File: config.mk
export PLATFORM = sky130hd
export DESIGN_NAME = keypad_scanner
export DESIGN_NICKNAME = d
export VERILOG_FILES = /design/src/rtl/keypad_scanner.sv
export SDC_FILE = /design/constraint.sdc
export NUM_CORES = 1
export LEC_CHECK = 0
export CAP_MARGIN = 20
export CORE_MARGIN = 2
export CORE_UTILIZATION = 50
export CTS_CLUSTER_SIZE = 16
export DETAILED_ROUTE_END_ITERATION = 12
export PLACE_DENSITY = 0.71
export SETUP_SLACK_MARGIN = 0.05
export SKIP_CTS_REPAIR_TIMING = 1
export SYNTH_ARGS = -nofsm -noshare
export SYNTH_HDL_FRONTEND = slang
export SYNTH_SLANG_ARGS = --single-unit
File: constraint.sdc
create_clock -name i_clk -period 2.75 [get_ports i_clk]
set_input_delay 0.4125 -clock i_clk [delete_from_list [all_inputs] [get_ports i_clk]]
set_output_delay 0.4125 -clock i_clk [all_outputs]
set_load 0.005 [all_outputs]
File: src/rtl/keypad_scanner.sv
// Matrix keypad scanner: one-cold column drive, synchronised active-low rows, frame debounce.
// Define KEYPAD_AUTOREPEAT_EN to re-pulse o_valid every REPEAT_FRAMES frames while a key is held.
module keypad_scanner #(
  parameter int unsigned ROWS          = 4,
  parameter int unsigned COLS          = 3,
  parameter int unsigned SCAN_DIV      = 50000,
  parameter int unsigned SETTLE        = 10,
  parameter int unsigned DEBOUNCE      = 3,
  parameter int unsigned REPEAT_FRAMES = 8,
  localparam int unsigned CODE_W       = $clog2(ROWS * COLS)
) (
  input  logic              i_clk,
  input  logic              i_rst_n,
  output logic [COLS-1:0]   o_col,
  input  logic [ROWS-1:0]   i_row,
  output logic [CODE_W-1:0] o_key,
  output logic              o_valid,
  output logic              o_held
);

  localparam int unsigned SLOT_W = $clog2(SCAN_DIV);
  localparam int unsigned COL_W  = $clog2(COLS);

  typedef enum logic [1:0] {CandNone, CandKey, CandMulti} cand_e;

  logic [ROWS-1:0]   row_meta_q, row_sync_q;
  logic [SLOT_W-1:0] slot_q;
  logic [COL_W-1:0]  col_q;
  logic [COLS-1:0]   col_drv_q;
  logic [1:0]        cnt_q, cnt_d;
  logic [CODE_W-1:0] code_q, code_d, first_code;
  logic              any_low;
  cand_e             prev_type_q, cand_type;
  logic [CODE_W-1:0] prev_code_q;
  logic [3:0]        stable_q, stable_d;
  logic              held_q, held_d, valid_q, valid_d;
  logic [CODE_W-1:0] key_q, key_d;
  logic              slot_last, frame_end, sample, same, differs, accept;

  assign slot_last = slot_q == SLOT_W'(SCAN_DIV - 1);
  assign frame_end = slot_last && (col_q == COL_W'(COLS - 1));
  assign sample    = slot_q == SLOT_W'(SETTLE);

  // Descending scan so the lowest low row wins the recorded code.
  always_comb begin
    cnt_d      = cnt_q;
    code_d     = code_q;
    first_code = '0;
    any_low    = 1'b0;
    if (sample) begin
      for (int r = ROWS - 1; r >= 0; r--) begin
        if (!row_sync_q[r]) begin
          any_low    = 1'b1;
          first_code = CODE_W'(r * COLS + int'(col_q));
          cnt_d      = (cnt_d == 2'd2) ? 2'd2 : cnt_d + 2'd1;
        end
      end
      if (any_low && cnt_q == 2'd0) code_d = first_code;
    end
  end

  always_comb begin
    unique case (cnt_d)
      2'd0:    cand_type = CandNone;
      2'd1:    cand_type = CandKey;
      default: cand_type = CandMulti;
    endcase
    same = (cand_type == prev_type_q) && (cand_type != CandKey || code_d == prev_code_q);
    if (cand_type == CandMulti) stable_d = 4'd0;
    else if (same)              stable_d = (stable_q == 4'(DEBOUNCE)) ? stable_q : stable_q + 4'd1;
    else                        stable_d = 4'd1;
    differs = (cand_type == CandKey && (!held_q || key_q != code_d)) ||
              (cand_type == CandNone && held_q);
    accept  = frame_end && cand_type != CandMulti && stable_d == 4'(DEBOUNCE) && differs;
  end

`ifdef KEYPAD_AUTOREPEAT_EN
  localparam int unsigned REP_W = $clog2(REPEAT_FRAMES + 1);
  logic [REP_W-1:0] rep_q, rep_d;
  logic             rep_fire;

  always_comb begin
    rep_d    = rep_q;
    rep_fire = 1'b0;
    if (frame_end) begin
      if (accept || cand_type == CandMulti) begin
        rep_d = '0;
      end else if (held_q && cand_type == CandKey && code_d == key_q) begin
        rep_d = rep_q + REP_W'(1);
        if (rep_d == REP_W'(REPEAT_FRAMES)) begin
          rep_fire = 1'b1;
          rep_d    = '0;
        end
      end else begin
        rep_d = '0;
      end
    end
  end

  always_ff @(posedge i_clk or negedge i_rst_n) begin
    if (!i_rst_n) rep_q <= '0;
    else          rep_q <= rep_d;
  end
`else
  logic rep_fire;
  logic unused_repeat;
  assign rep_fire      = 1'b0;
  assign unused_repeat = ^REPEAT_FRAMES;
`endif

  always_comb begin
    held_d  = held_q;
    key_d   = key_q;
    valid_d = rep_fire;
    if (accept) begin
      if (cand_type == CandKey) begin
        key_d   = code_d;
        held_d  = 1'b1;
        valid_d = 1'b1;
      end else begin
        held_d = 1'b0;
      end
    end
  end

  always_ff @(posedge i_clk or negedge i_rst_n) begin
    if (!i_rst_n) begin
      row_meta_q  <= '1;
      row_sync_q  <= '1;
      slot_q      <= '0;
      col_q       <= '0;
      col_drv_q   <= '1;
      cnt_q       <= '0;
      code_q      <= '0;
      prev_type_q <= CandNone;
      prev_code_q <= '0;
      stable_q    <= '0;
      held_q      <= 1'b0;
      key_q       <= '0;
      valid_q     <= 1'b0;
    end else begin
      row_meta_q <= i_row;
      row_sync_q <= row_meta_q;
      if (slot_q == '0) col_drv_q <= ~(COLS'(1) << col_q);
      if (slot_last) begin
        slot_q <= '0;
        col_q  <= (col_q == COL_W'(COLS - 1)) ? '0 : col_q + COL_W'(1);
      end else begin
        slot_q <= slot_q + SLOT_W'(1);
      end
      if (frame_end) begin
        prev_type_q <= cand_type;
        prev_code_q <= code_d;
        stable_q    <= stable_d;
        cnt_q       <= '0;
        code_q      <= '0;
      end else begin
        cnt_q  <= cnt_d;
        code_q <= code_d;
      end
      held_q  <= held_d;
      key_q   <= key_d;
      valid_q <= valid_d;
    end
  end

  assign o_col   = col_drv_q;
  assign o_key   = key_q;
  assign o_valid = valid_q;
  assign o_held  = held_q;

endmodule

Word-level counts from Yosys, hierarchy flattened. Index checks and enable logic that the tools add are counted.

$add $sub $neg: 10. Eq/ne operators: 17. Shifts and indexed selects: 1. Muxes and demuxes: 33. Bitwise logic cells: 1. Reductions and logical operators: 17.

Operators by type and width (count): 2-to-1 mux 4 bit (10); 2-to-1 mux 2 bit (14); adder 16 x 1 -> 16 bit (second input constant) (1); == test 16 bit (second input constant) (1); == test 16 x 4 -> 1 bit (second input constant) (1); zero test 16 bit (1); 2-to-1 mux 16 bit (1); == test 2 bit (second input constant) (6); adder 2 x 1 -> 2 bit (second input constant) (5); == test 4 x 2 -> 1 bit (second input constant) (2); logical AND 1 bit (8); 2-to-1 mux 1 bit (7); zero test 2 bit (3); adder 3 x 2 -> 4 bit (first input constant) (1); adder 4 x 1 -> 4 bit (second input constant) (1); adder 4 x 2 -> 4 bit (first input constant) (1); == test 2 x 1 -> 1 bit (second input constant) (2); == test 4 bit (1); != test 4 bit (1); one-hot mux 2 bit (2 select lines) (1); adder 2 x 2 -> 3 bit (first input constant) (1); logical OR 1 bit (3); NOT 3 bit (1); << shifter 1 x 2 -> 3 bit (first input constant) (1); other kinds (5) (5).

Register bits after elaboration: 51. Input bits: 6. Output and inout port bits: 9. Logic and storage cells: 92.

Longest topological paths before layout. Gate-level depths: netlist of the first run.

Word-level depth: 27. Mapped depth: 13.

Least setup slack after synthesis of the first run. OpenSTA, ideal clock, no wires.

Path type: register to register. Start point: register cnt_q[0]. End point: register stable_q[1]. Setup time: 118 ps. Arrival: 2892 ps. Required time: 2632 ps. Path slack: -260 ps. Stages on the path, launching flop included: 14. Buffers on the path: 0. Period minus slack after synthesis: 3010 ps. Cell sequence: dfrtp_1 > inv_1 > ha_1 > or4_1 > o211ai_1 > nand2_1 > o211a_1 > ha_1 > o21bai_1 > o21a_1 > nor3b_2 > a31oi_1 > o31ai_1 > a21o_1.

Word-level cells in the longest chain between the ends: 23. Elaborated cells on any way between the ends: 35. Classes of those cells: add/sub: 4; eq/ne: 9; mux: 17; reduce/logical: 5.

RTL lines: start, declared (RTL line 30) `logic [1:0] cnt_q, cnt_d;`; start signal, assigned (RTL line 158) `cnt_q <= cnt_d;`; adder 2 x 1 -> 2 bit or == test 2 bit (tied branches) (RTL line 55) `cnt_d = (cnt_d == 2'd2) ? 2'd2 : cnt_d + 2'd1;`; 2-to-1 mux 2 bit (RTL line 55); 2-to-1 mux 2 bit (RTL line 52) `if (!row_sync_q[r]) begin`; 2-to-1 mux 2 bit (RTL line 50) `if (sample) begin`; adder 2 x 1 -> 2 bit or == test 2 bit (tied branches) (RTL line 55); 2-to-1 mux 2 bit (RTL line 55); 2-to-1 mux 2 bit (RTL line 52); 2-to-1 mux 2 bit (RTL line 50); [... 7 more ...]; 2-to-1 mux 2 bit (RTL line 50); == test 2 x 1 -> 1 bit or zero test 2 bit (tied branches) (RTL line 63) `unique case (cnt_d)`; one-hot mux 2 bit (2 select lines) (RTL line 63); != test 2 x 1 -> 1 bit (RTL line 68) `same = (cand_type == prev_type_q) && (cand_type != CandKey || code_d == prev_code_q);`; logical OR 1 bit (RTL line 68); logical AND 1 bit (RTL line 68); 2-to-1 mux 4 bit (RTL line 70) `else if (same) stable_d = (stable_q == 4'(DEBOUNCE)) ? stable_q : stable_q + 4'd1;`; 2-to-1 mux 4 bit (*) (RTL line 69) `if (cand_type == CandMulti) stable_d = 4'd0;`; end signal, assigned (RTL line 154) `stable_q <= stable_d;`; end, declared (RTL line 35) `logic [3:0] stable_q, stable_d;`.

Every way passes the cells marked *; elsewhere a longest branch is shown, timed or not. The select of a mux whose other input is x is not followed. A chain may end at the register's enable or synchronous reset.

Worst setup path in the final report of the first run.
Start point: register cnt_q[1]. End point: register stable_q[2].

Same word-level chain as after synthesis.

==> flow_metrics.py, run 1 <==
metrics = {
    "routing": {
        "ant_nets": 0,
        "drc": 0,
        "drt-total-wl_um": 6020,
        "initialDrtViolationCount": 120,
        "vias": 2351,
        "drtPass1Iterations": 4,
        "detail_route.wl_per_cell_um": 13.9,
        "via_per_inst": 5.44,
    },
    "floorplan": {
        "initial_core_util_pct": 52.1,
        "die_x_um": 80.0,
        "io_pins": 15,
        "row_count": 27,
        "die_area_um2": 6400,
        "die_h_um": 80.0,
        "coreArea_um2": 5540,
    },
    "finish": {
        "drive_gt1_share_pct": 25.8,
        "nFillCells": 467,
        "fin_nets": 378,
        "synthToLayoutAreaGrowth_pct": 26.6,
        "fin_area_um2": 3660,
        "n_antenna_cell": 0,
        "final-instance-count-excl-fill": 432,
    },
    "clock_tree": {
        "cts_root_buf": "clkbuf_8",
        "cts.clk_slew.worst_paths_ps": 90,
        "cts_tree": "yes",
        "cts.htree.levels": 2,
        "cts_buffers": 5,
        "clockBufferDepth": 2,
        "clkLatencyLatePin_ps": 310,
        "clock_sinks": 51,
    },
    "logic_synthesis": {
        "yosysWarningCount": 0,
        "synthArstFlopShare_pct": 100,
        "synth_fp_nets": 314,
        "ys_top_cells_by_area": "dfrtp_1 (35%), dfstp_2 (10%), ha_1 (5.6%)",
        "ys_types": 56,
        "synth_edf_count": 0,
        "synth_flop_cell": "dfrtp_1",
        "synthTopCellsByCount": "dfrtp_1 (40), nand2_1 (27), nor2_1 (27), o21ai_0 (18), inv_1 (15)",
        "synth_most_common_cell": "dfrtp_1",
        "ys_seq_area_share_pct": 44.7,
        "netlist_area_um2": 2890,
        "synth_area_per_cell_um2": 9.79,
        "syn_inst": 295,
        "netlist.area_leader.share_pct": 34.7,
        "synth_seq_cells": 51,
        "synth_top_cell_by_area": "dfrtp_1",
    },
    "power": {
        "leakagePower_nw": 1.65,
        "ir_drop_v": 0.000237,
        "switchingPower_mw": 0.396,
        "clkPwrFrac_pct": 32.0,
        "p_comb_share_pct": 18.8,
        "sw_frac_of_total_pct": 25.0,
        "p_int_mw": 1.19,
        "seqPwrFrac_pct": 49.2,
        "power_per_cell_area_nw_per_um2": 434,
    },
    "placed_design": {
        "portBuffers": 14,
        "dpl_cell_area_um2": 3460,
        "dp.cells": 421,
        "place_hpwl_um": 4600,
        "post-place-ws_ps": -335,
        "place.gp.congestion": 0.947,
    },
    "timing": {
        "setup_viol": 9,
        "hold_viol": 0,
        "tightest_slew_ps": 404,
        "finalWorstSetupSlack_ps": -180,
        "clock.fmax_mhz": 341,
        "slew_headroom_pct": 73.0,
        "skew_ps": 16.5,
        "layout_min_cycle_time_ps": 2930,
        "hold_ws_ps": 361,
        "period_share_pct": 107,
        "maxSlewViolCount": 0,
        "grt_setup_unrepaired": "true",
    },
    "outcome": {
        "outcome": "finished with violations",
        "violations": "negative setup slack",
    },
    "global_routing": {
        "antenna_found_initial": 0,
        "grt_pass1_wl_um": 10600,
        "grt_max_degree": 24,
        "first_global_vias": 2348,
        "grtUsageTotal_pct": 21.3,
        "gr-total-overflow": 0,
    },
    "critical_path": {
        "path_max_fanout": 8,
        "end_kind": "flip-flop",
        "critPathKind": "flip-flop to flip-flop",
        "worstSetupStartpointType": "flip-flop",
        "cp.required_ps": 2990,
        "critPathArrivalTime_ps": 3170,
    },
    "flow_run": {
        "cap_violations": 0,
    },
    "hold_path": {
        "hold_class": "flip-flop to flip-flop",
    },
}
layout make-up:
cell class                      instances  area (µm²)  area share [%]
Inverter                               15        56.3            1.54
Tap cell                               72        90.1            2.46
Clock buffer                            7        76.3            2.09
Sequential cell                        51        1290            35.3
Timing Repair Buffer                   63         509            13.9
Clock inverter                          1        30.0           0.821
Multi-Input combinational cell        223        1610            43.9
final timing paths:
| check | startpoint | end | slack [ps] | depth (start not counted) |
|---|---|---|---|---|
| worst max-delay path | cnt_q[1]$_DFF_PN0_ | stable_q[2]$_DFFE_PN0P_ | -180 | 13 |
| worst min-delay path | row_meta_q[0]$_DFF_PN1_ | row_sync_q[0]$_DFF_PN1_ | 360 | 0 |
| worst max register to register | cnt_q[1]$_DFF_PN0_ | stable_q[2]$_DFFE_PN0P_ | -180 | 13 |
| worst min register to register | row_meta_q[0]$_DFF_PN1_ | row_sync_q[0]$_DFF_PN1_ | 360 | 0 |
| max in group asynchronous | i_rst_n | row_sync_q[0]$_DFF_PN1_ | 1540 | 3 |
| min in group asynchronous | i_rst_n | col_q[1]$_DFFE_PN0N_ | 530 | 2 |
kinds of logic after synthesis:
family          synth area share (%)
simple gates                    24.8
mux                             2.08
buf+inv                         2.77
fa+ha+maj                       5.63
flops                           44.7
xor+xnor                        6.07
compound gates                  14.0
power groups by stage:
stage	registers, mW	logic (mW)	clock network [mW]
2_1_floorplan	0.791	0.154	0
3_3_place_gp	0.794	0.252	0
3_5_place_dp	0.795	0.256	0
4_1_cts	0.781	0.258	0.525
5_1_grt	0.784	0.325	0.553
6_report	0.781	0.297	0.508
state kept, by name, indices dropped and copies added, names as in the netlist, 3 cells and up:
name	count
slot_q	16
code_q	4
row_sync_q	4
prev_code_q	4
stable_q	4
o_col	3
o_key	4
row_meta_q	4
critical path, cell delays in order, from the launching register on:
cell and delay [ps]:
dfrtp_1 390, inv_2 90, ha_4 220, or4_1 520
o211ai_1 140, nand2_1 80, o211a_1 130, ha_2 160
o21bai_1 130, o21a_2 190, nor3b_2 230, a31oi_2 120
o31ai_1 290, a21o_1 170
cells in the final DEF (no fill, tap or decap), types with 3 or more instances in the layout:
master and count:
xor2_1 8, a21oi_1 10, nor4_2 3, o21ai_0 15, xnor2_1 11, a21o_1 6, buf_4 47, mux2i_1 5
nand2b_1 6, ha_1 10, clkdlybuf4s50_1 13, dfrtp_1 40, nor3_1 8, nand4_1 4, o21a_1 4, and3_1 5
dfstp_2 11, clkbuf_8 5, nor2_1 27, inv_1 13, o211ai_1 3, nand3_1 8, nor2b_1 6, or3_1 6
nand2_1 27
metrics by stage:
| stage | util (%) | power [mW] | setup TNS (ps) |
|---|---|---|---|
| CTS | 64.5 | 1.56 | -2370 |
| global route | 66.0 | 1.66 | -3180 |
| floorplan | - | 0.945 | -530 |
| global placement | 62.5 | 1.05 | -1260 |
| finish | 66.0 | 1.59 | -1140 |
| detailed placement | 62.5 | 1.05 | -1960 |
layer usage:
| metal | GRT usage (%) | part of all wire [%] | wire length (µm) |
|---|---|---|---|
| met5 | 0 | 0 | 0 |
| met4 | 5.76 | 1.0 | 61 |
| met3 | 4.52 | 1.4 | 85 |
| met2 | 37.2 | 52 | 3100 |
| met1 | 26.5 | 46 | 2770 |
No activity file was read; power rests on OpenSTA's default activity.
==> run 2, diff against run 1 <==
CAP_MARGIN = not set   (was 20)
SKIP_LAST_GASP = 1   (was not set)
==> results of run 2 <==
Final layout, timing and power as in run 1 (identical DEF).
==> run 3, diff against run 2 <==
CTS_BUF_LIST = sky130_fd_sc_hd__clkbuf_4 sky130_fd_sc_hd__clkbuf_8   (was not set)
==> run 3 against run 2 <==
  * Die area unchanged
  * The flow still finishes with violations (negative setup slack)
  * First-iteration DRC count increased by 10%
  * Global-route usage hardly changed
  * Worst setup slack worse by 7.8 ps
  * Critical endpoint unchanged
  * Sequential power is essentially flat
  * Cell count did not move
  * Routed wire length up 0.50%
  * Sequential share of layout area shrank 0.072 points
  * Flip-flop and latch count unchanged
==> flow_metrics.py, run 3 (same netlist as run 1, synthesis figures left out) <==
metrics = {
    "placed_design": {
        "place.gp.congestion": 0.947,
        "place_hpwl_um": 4600,
        "dpl_cell_area_um2": 3460,
        "portBuffers": 14,
    },
    "clock_tree": {
        "cts_root_buf": "clkbuf_8",
        "clockBufferDepth": 2,
        "cts.clk_slew.worst_paths_ps": 90,
        "cts_buffers": 5,
        "cts.htree.levels": 2,
        "cts_tree": "yes",
        "clkLatencyLatePin_ps": 310,
        "clock_sinks": 51,
    },
    "power": {
        "sw_frac_of_total_pct": 24.7,
        "power_per_cell_area_nw_per_um2": 438,
        "clkPwrFrac_pct": 32.9,
        "seqPwrFrac_pct": 48.6,
        "p_int_mw": 1.21,
        "switchingPower_mw": 0.397,
        "p_comb_share_pct": 18.5,
        "leakagePower_nw": 1.66,
        "ir_drop_v": 0.000237,
    },
    "timing": {
        "tightest_slew_ps": 432,
        "grt_setup_unrepaired": "true",
        "setup_tns_ps": -1150,
        "layout_min_cycle_time_ps": 2940,
        "skew_ps": 15.9,
        "clock.fmax_mhz": 340,
        "maxSlewViolCount": 0,
        "setup_viol": 9,
        "period_share_pct": 107,
        "slew_headroom_pct": 70.8,
        "finalWorstSetupSlack_ps": -188,
        "hold_viol": 0,
    },
    "global_routing": {
        "grt_pass1_wl_um": 10600,
        "first_global_vias": 2345,
        "grt_max_degree": 24,
        "gr-total-overflow": 0,
        "grtUsageTotal_pct": 21.3,
        "antenna_found_initial": 0,
    },
    "outcome": {
        "violations": "negative setup slack",
        "outcome": "finished with violations",
    },
    "routing": {
        "ant_nets": 0,
        "vias": 2363,
        "detail_route.wl_per_cell_um": 14.0,
        "drtPass1Iterations": 4,
        "drt-total-wl_um": 6050,
        "initialDrtViolationCount": 132,
        "drc": 0,
        "via_per_inst": 5.47,
    },
    "critical_path": {
        "crit_cells": 13,
        "end_kind": "flip-flop",
        "cp_num_buf_inv": 1,
        "critPathTopFamily": "compound AO/OA/AOI/OAI gates",
        "cp.required_ps": 2990,
        "path_max_fanout": 8,
        "worstSetupStartpointType": "flip-flop",
        "critPathMaxStageDelay_ps": 510,
        "rr_worst_depth": 13,
        "cp_slowest_cell": "or4_1",
        "critPathKind": "flip-flop to flip-flop",
        "critPathArrivalTime_ps": 3170,
        "path_cells": "inv_2, ha_4, or4_1, o211ai_1, nand2_1, o211a_1, ha_2, o21bai_1, o21a_2, nor3b_2, a31oi_2, o31ai_1, a21o_1",
    },
    "finish": {
        "fin_nets": 378,
        "nFillCells": 464,
        "layout_commonest_cell": "buf_4",
        "synthToLayoutAreaGrowth_pct": 26.9,
        "fin_area_um2": 3660,
        "largest_register_ffs": 16,
        "drive_gt1_share_pct": 26.4,
        "layout.cells.most_common_list": "buf_4 (47), dfrtp_1 (40), nand2_1 (27), nor2_1 (27), o21ai_0 (15)",
        "n_antenna_cell": 0,
        "largest-register": "slot_q",
    },
    "floorplan": {
        "die_h_um": 80.0,
        "die_area_um2": 6400,
        "io_pins": 15,
        "initial_core_util_pct": 52.1,
        "coreArea_um2": 5540,
        "die_x_um": 80.0,
        "row_count": 27,
    },
    "flow_run": {
        "cap_violations": 0,
    },
    "hold_path": {
        "hold_class": "flip-flop to flip-flop",
        "min_path_cells": 0,
    },
}
[run 3: cell counts in the layout (fill, tap and decap cells not counted)]
Identical to the previous run, type by type.
[run 3: power groups by stage]
stage	Sequential, mW	Combinational, mW	Clock (mW)
after global placement	0.794	0.252	0
after floorplan	0.791	0.154	0
after CTS	0.781	0.258	0.545
after global routing	0.784	0.325	0.573
final	0.781	0.297	0.528
after detailed placement	0.795	0.256	0
[run 3: through the flow]
| step | hold slack (ps) | setup slack (ps) | total power, mW | instances | util [%] |
|---|---|---|---|---|---|
| 6_report | 361 | -188 | 1.61 | 432 | 66.1 |
| 5_1_grt | 368 | -375 | 1.68 | 432 | 66.1 |
| 4_1_cts | -2.16 | -378 | 1.58 | 429 | 64.6 |
| 3_5_place_dp | 330 | -335 | 1.05 | 421 | 62.5 |
| 3_3_place_gp | 320 | -227 | 1.05 | 421 | 62.5 |
| 2_1_floorplan | 117 | -126 | 0.945 | 295 | - |
[run 3: area by class of cell]
| type | count | area (µm²) | share of cell area, % |
|---|---|---|---|
| Tap cell | 72 | 90.1 | 2.46 |
| Multi-Input combinational cell | 223 | 1610 | 43.8 |
| Sequential cell | 51 | 1290 | 35.2 |
| Clock inverter | 1 | 30.0 | 0.819 |
| Inverter | 15 | 56.3 | 1.54 |
| Clock buffer | 7 | 83.8 | 2.29 |
| Timing Repair Buffer | 63 | 509 | 13.9 |
[run 3: worst paths after layout]
path,start,to,slack (ps)
worst min-delay path,row_meta_q[0]$_DFF_PN1_,row_sync_q[0]$_DFF_PN1_,360
worst max register to register,cnt_q[1]$_DFF_PN0_,stable_q[2]$_DFFE_PN0P_,-190
worst max-delay path,cnt_q[1]$_DFF_PN0_,stable_q[2]$_DFFE_PN0P_,-190
worst min register to register,row_meta_q[0]$_DFF_PN1_,row_sync_q[0]$_DFF_PN1_,360
min in group asynchronous,i_rst_n,col_q[1]$_DFFE_PN0N_,530
max in group asynchronous,i_rst_n,row_sync_q[0]$_DFF_PN1_,1540
[run 3: per-layer routing]
layer | GRT usage [%] | wire (µm) | up-vias | share of wire (%)
met5 | 0 | 0 | - | 0
met4 | 5.76 | 64 | 0 | 1.1
met3 | 4.52 | 116 | 6 | 1.9
met2 | 37.2 | 3070 | 27 | 51
met1 | 26.7 | 2800 | 1152 | 46
li1 | - | - | 1178 | -
